--- src/rtl/pc_fetch.sv ---
// Program counter and single-outstanding instruction fetch stage.
// Fetches over a req/ack handshake, holds the instruction until commit, then picks the next PC.
module pc_fetch #(
   parameter logic [31:0] RESET_VECTOR = 32'h0000_0000,
   parameter int unsigned MAX_WAIT     = 16
) (
   input  logic        CLK,
   input  logic        RESET,
   input  logic        PCSrc,
   input  logic [31:0] Result,
   input  logic        Busy,
   input  logic        IMemAck,
   input  logic [31:0] IMemRData,
   output logic        IMemReq,
   output logic [31:0] IMemAddr,
   output logic [31:0] PC,
   output logic [31:0] PCPlus4,
   output logic [31:0] PCPlus8,
   output logic [31:0] Instr,
   output logic        InstrValid,
   output logic        FetchErr
);

   localparam int unsigned CW        = (MAX_WAIT < 2) ? 1 : $clog2(MAX_WAIT + 1);
   localparam logic [31:0] ALIGN_MSK = 32'hFFFF_FFFC;

   typedef enum logic [1:0] {
      S_IDLE = 2'd0,
      S_REQ  = 2'd1,
      S_EXEC = 2'd2,
      S_ERR  = 2'd3
   } state_t;

   state_t         state, state_nxt;
   logic [31:0]    pc, pc_nxt;
   logic [31:0]    instr, instr_nxt;
   logic [CW-1:0]  wait_cnt, wait_nxt;

   // State register
   always_ff @(posedge CLK) begin
      if (RESET) begin
         state    <= S_IDLE;
         pc       <= RESET_VECTOR;
         instr    <= 32'h0;
         wait_cnt <= '0;
      end else begin
         state    <= state_nxt;
         pc       <= pc_nxt;
         instr    <= instr_nxt;
         wait_cnt <= wait_nxt;
      end
   end

   // Next-state logic; an ack in the timeout cycle takes priority over the error
   always_comb begin
      state_nxt = state;
      pc_nxt    = pc;
      instr_nxt = instr;
      wait_nxt  = wait_cnt;
      case (state)
         S_IDLE: begin
            state_nxt = S_REQ;
            wait_nxt  = '0;
         end
         S_REQ: begin
            if (IMemAck) begin
               instr_nxt = IMemRData;
               state_nxt = S_EXEC;
            end else if (wait_cnt == CW'(MAX_WAIT - 1)) begin
               state_nxt = S_ERR;
            end else begin
               wait_nxt = wait_cnt + CW'(1);
            end
         end
         S_EXEC: begin
            if (!Busy) begin
               pc_nxt    = PCSrc ? (Result & ALIGN_MSK) : (pc + 32'd4);
               wait_nxt  = '0;
               state_nxt = S_REQ;
            end
         end
         S_ERR: begin
            state_nxt = S_ERR;
         end
         default: begin
            state_nxt = S_IDLE;
         end
      endcase
   end

   // Moore outputs decoded from the state register
   always_comb begin
      IMemReq    = 1'b0;
      InstrValid = 1'b0;
      FetchErr   = 1'b0;
      case (state)
         S_REQ:   IMemReq    = 1'b1;
         S_EXEC:  InstrValid = 1'b1;
         S_ERR:   FetchErr   = 1'b1;
         default: ;
      endcase
   end

   assign IMemAddr = pc;
   assign PC       = pc;
   assign PCPlus4  = pc + 32'd4;
   assign PCPlus8  = pc + 32'd8;
   assign Instr    = instr;

endmodule

--- config.mk ---
export PLATFORM = sky130hd
export DESIGN_NAME = pc_fetch
export DESIGN_NICKNAME = d
export VERILOG_FILES = /design/src/rtl/pc_fetch.sv
export SDC_FILE = /design/constraint.sdc
export NUM_CORES = 1
export LEC_CHECK = 0
export ABC_CLOCK_PERIOD_IN_PS = 2800
export CAP_MARGIN = 5
export CORE_MARGIN = 4
export CORE_UTILIZATION = 41
export DETAILED_ROUTE_END_ITERATION = 10
export PLACE_DENSITY = 0.85
export SKIP_LAST_GASP = 1
export SYNTH_ARGS = -nofsm -noshare
export SYNTH_HDL_FRONTEND = slang
export SYNTH_SLANG_ARGS = --single-unit
--- constraint.sdc ---
create_clock -name CLK -period 2.8 [get_ports CLK]
set_input_delay 0.56 -clock CLK [delete_from_list [all_inputs] [get_ports CLK]]
set_output_delay 0.56 -clock CLK [all_outputs]
set_load 0.005 [all_outputs]
* Word level (Yosys, flattened, before mapping)
Cells that the tools add are included.
** Operators by class
- Add/sub/neg operators :: 3
- Equality and inequality tests :: 8
- Mux-type cells :: 12
- Bitwise operators :: 1
- Reduce and logical (&&, ||, !) cells :: 6
** Operators with widths (number)
- adder 32 x 3 -> 32 bit (second input constant) :: 1
- adder 32 x 4 -> 32 bit (second input constant) :: 1
- two-way mux 32 bit :: 1
- two-way mux 5 bit :: 3
- one-hot mux 5 bit (3 select lines) :: 1
- one-hot mux 2 bit (4 select lines) :: 1
- two-way mux 2 bit :: 3
- != test 2 bit (second input constant) :: 3
- AND reduction 2 bit :: 3
- adder 5 x 1 -> 5 bit (second input constant) :: 1
- == test 5 x 4 -> 1 bit (second input constant) :: 1
- == test 2 bit (second input constant) :: 2
- AND reduction 4 bit :: 1
- two-way mux 1 bit :: 3
- != test 3 bit (second input constant) :: 1
- nonzero test 3 bit :: 1
- == test 2 x 1 -> 1 bit (second input constant) :: 1
- zero test 2 bit :: 1
- inverter 1 bit :: 1
** Storage, ports and cells
- Register bits after elaboration :: 71
- Input bits :: 69
- Output and inout port bits :: 163

* Depth between registers and ports, before layout
- Word-level depth :: 4
- Gate-level depth with buffers :: 7
- Gate-level depth less buffers :: 7

* Worst setup path before layout
Ideal clock, no wire load.
- Path kind :: register to output
- Start point :: reg pc[2], in the netlist IMemAddr[2]
- End point :: out PCPlus4[30]
- Arrival :: 1.792 ns
- Slack :: 0.448 ns
- Cell stages (with the launch flop) :: 8
- Path buffers :: 2
- Cell sequence :: dfxtp_1 -> ha_1 -> nand3_1 -> clkbuf_1 -> nor4_4 -> buf_6 -> nand2_1 -> xnor2_1
** On the way
- Word-level cells in the longest chain between the ends :: 1
** Ends and longest elaborated chain
- from (decl) :: RTL line 35 : logic [31:0] pc, pc_nxt;
- from (signal assigned) :: RTL line 48 : pc <= pc_nxt;
- adder 32 x 3 -> 32 bit :: RTL line 106 : assign PCPlus4 = pc + 32'd4;
- to (decl) :: RTL line 17 : output logic [31:0] PCPlus4,
Every way passes these cells.

* Worst setup path after layout
- Start point :: reg pc[6], in the netlist IMemAddr[6]
- End point :: out PCPlus8[12]
** On the way
- Word-level cells in the longest chain between the ends :: 1
** Ends and longest elaborated chain
- adder 32 x 4 -> 32 bit :: RTL line 107 : assign PCPlus8 = pc + 32'd8;
- to (decl) :: RTL line 18 : output logic [31:0] PCPlus8,
Every way passes these cells.

==> summary.md <==
| Metric | Value |
|---|---|
| Run status | `finished with violations` |
| Failing checks | `negative setup slack` |
| Comb pwr share | `19.1%` |
| WL final | `17900 um` |
| Period utilization | `102%` |
| Ant diodes | `0` |
| # DRC | `0` |
| DR vias/cell | `5.52` |
| CP max stage cell | `clkdlybuf4s50_1` |
| Max Cap Violations | `0` |
| First-pass GRT wire length | `27000 um` |
| Initial drt markers | `571` |
| Worst setup EP type | `output port` |
| Post-synthesis async set-or-reset flop share | `0%` |
| EDFF count, synth | `0` |
| WP buf/inv | `4` |
| Final std cells w/o fill | `995` |
| Clock buffer depth | `2` |
| Initial antenna violation count | `0` |
| Post-Synthesis Cells | `621` |
| Top layer in use | `met4` |
| P_sw | `0.698 mW` |
| H-tree Lvls | `3` |
| Startpoint Class | `flip-flop` |
| Wire length on met2 | `9240 um` |
| Synth top cells by count | `113 x nand2_1, 69 x dfxtp_1, 47 x a21oi_1, 45 x buf_4, 35 x nor2_1` |
| Post-synthesis area per instance | `7.58 sq um` |
| TritonCTS clock tree | `built` |
| Worst Max-Slew Pin Slew | `0.729 ns` |
| Pre-CTS WS | `0.0150 ns` |
| Clk pwr share | `42.2%` |
| Post-synthesis register bit count | `69` |
| Area grow syn2layout | `63.2%` |
| DP HPWL | `12800 um` |
| Worst clock skew | `0.00641 ns` |
| Maximum vdd drop | `336 uV` |
| Layout cells sized above 1 | `18.6%` |
| TritonCTS buffer count | `9` |
| Flop pwr share | `38.8%` |
| WS Path Type | `flip-flop to output port` |
| Vias in the first global route | `5416` |
| Sw Share | `25.6%` |
| Placed instance count | `955` |
| Vert. Die Dim | `115 um` |
| First-pass detailed-route iteration total | `5` |
| Met3 wire len | `1540 um` |
| P_int | `2.03 mW` |
| RSZ-0062 raised after global routing | `yes` |
| Cell family with most CP delay | `buffers and inverters` |
| RePlAce Congestion | `0.873` |
| Slew headroom | `51.4%` |
| Core Region | `0.0110 sq mm` |
| Netlist cell types | `67` |
| GRT Overall Usage | `25.2%` |
| Rows | `38` |
| Share of the synthesized area in the top cell type | `29.3%` |
| Final setup fails | `3` |
| Worst EP required | `2.24 ns` |
| Hold_buf cts | `0` |
| Syn Std Cell Area | `0.00471 sq mm` |
| Fmax achieved | `350 MHz` |
| Max FO, Critical Path | `6` |
| Full die area | `0.0133 sq mm` |
| CP max stage delay | `0.53 ns` |
| Remaining antenna violation count | `0` |
| Die W | `115 um` |
| Later-pin clock latency in the skew report | `0.32 ns` |
| Via count | `5489` |
| Wire length on met1 | `6620 um` |
| Final hold vios | `0` |
| Final TNS setup | `-0.101 ns` |
| Routed len/inst | `18.0 um` |
| Most frequent CP cell | `buf_4` |
| CTS clk-pin slew, worst paths | `0.06 ns` |
| Synth Flop Type | `dfxtp_1` |
| Crit path arrival time | `2.30 ns` |
| Synth top area cells | `dfxtp_1 29%, nand2_1 9.0%, buf_4 7.2%, xnor2_1 6.0%, a21oi_1 5.0%` |
| Worst path cell trace | `nand4_1 -> buf_6 -> buf_4 -> buf_4 -> nor3_2 -> xnor2_1 -> clkdlybuf4s50_1` |
| Setup ws final | `-0.0578 ns` |
| Nets@finish | `924` |
| P per Cell Area | `355 mW/mm^2` |
| Clk sinks | `69` |
| Post-synthesis sequential area ratio | `29.3%` |
| Overall power | `2.72 mW` |
| Minimum clock period | `2.86 ns` |
| Pleak | `3.22 nW` |
| Cell accounting for the most synthesized area | `dfxtp_1` |
| # IOs | `232` |
| Fillcell total | `857` |
| Final slew viol count | `0` |
| PortBufs | `221` |
| Most numerous cell in the Yosys netlist | `nand2_1` |
| Hold crit path type | `flip-flop to flip-flop` |
| Largest net degree at the start of global routing | `39` |
| Initial Utilization | `42.7%` |
| Grt ovf | `0` |
| Root buffer cell | `clkbuf_16` |
| Synthesis Warnings | `0` |
## per-layer routing
layer / GRT usage, % / up-vias
li1: - / 2563
met5: 0 / -
met2: 45.0 / 304
met4: 9.78 / 0
met1: 29.8 / 2578
met3: 4.47 / 44
## flip-flops by register name, indices dropped and copies added, names as in the netlist
signal and count:
state 2, wait_cnt 5, IMemAddr 30, Instr 32
## power groups by stage
stage	logic, mW	clock network, mW	registers [mW]
final	0.520	1.15	1.06
after global routing	0.561	1.22	1.06
after CTS	0.519	1.16	1.05
after detailed placement	0.519	0	1.08
after global placement	0.505	0	1.07
after floorplan	0.226	0	1.08
## layout make-up
type | count | area [sq um] | area share (%)
multi-input combinational | 448 | 2840 | 37.0
sequential | 69 | 1400 | 18.3
inverter | 13 | 48.8 | 0.635
tap | 140 | 175 | 2.28
clock inverter | 5 | 60.1 | 0.782
clock buffer | 10 | 239 | 3.11
timing repair buffer | 310 | 2910 | 37.9
## repair_timing
item	in CTS	in global routing
cloned	1	0
setup buffers	12	12
resized for setup	50	23
endpoints found under the setup margin	38	29
pin swaps	6	7
## final timing paths
check	cells past startpoint	startpoint	to	slack, ns
hold / removal	2	Instr[27]$_SDFFE_PP0P_	Instr[27]$_SDFFE_PP0P_	0.46
hold reg to reg	2	Instr[27]$_SDFFE_PP0P_	Instr[27]$_SDFFE_PP0P_	0.46
setup reg to reg	9	IMemAddr[3]$_SDFFE_PP0P_	IMemAddr[18]$_SDFFE_PP0P_	0.72
setup / recovery	7	IMemAddr[6]$_SDFFE_PP0P_	PCPlus8[12]	-0.06
## metrics by stage
step	area [sq um]	util, %	hold slack [ns]
2_1_floorplan	4730	-	0.449
3_3_place_gp	7030	63.7	0.441
3_5_place_dp	7030	63.7	0.448
4_1_cts	7520	68.2	0.458
5_1_grt	7680	69.7	0.479
6_report	7680	69.7	0.456
## worst reg2reg max path, stage by stage (launching register included)
cell     delay [ns]
dfxtp_4        0.38
ha_2           0.20
nand3_2        0.13
buf_4          0.20
nor4_4         0.25
buf_4          0.17
buf_2          0.18
buf_4          0.15
o21ai_1        0.05
a32o_2         0.27
## kinds of logic after synthesis
kind of cell    after synthesis  share of synthesized area [%]
compound gates              128                           18.7
xor+xnor                     58                           10.8
fa+ha+maj                     4                           1.06
buf+inv                     111                           13.4
flops                        69                           29.3
mux                           1                          0.213
other cells                   1                         0.0797
simple gates                249                           26.4
## placed cells by master (no fill, tap or decap), types with 8 or more instances in the layout
cell             netlist  layout
a21oi_1               47      47
a31oi_1               12      12
and2_1                 9       9
buf_4                 45      83
clkbuf_16              0       9
clkdlybuf4s50_1        0     193
conb_1                 1       8
dfxtp_1               69      55
dfxtp_2                0      12
dlygate4sd2_1          0      12
dlymetal6s2s_1         0      13
inv_1                 13      13
nand2_1              113     113
nand3_1               24      22
nand4_1               11      11
nor2_1                35      32
nor3_1                18      11
o21ai_0               17      17
xnor2_1               32      31
xor2_1                26      26
(Power assumes the default switching activity.)
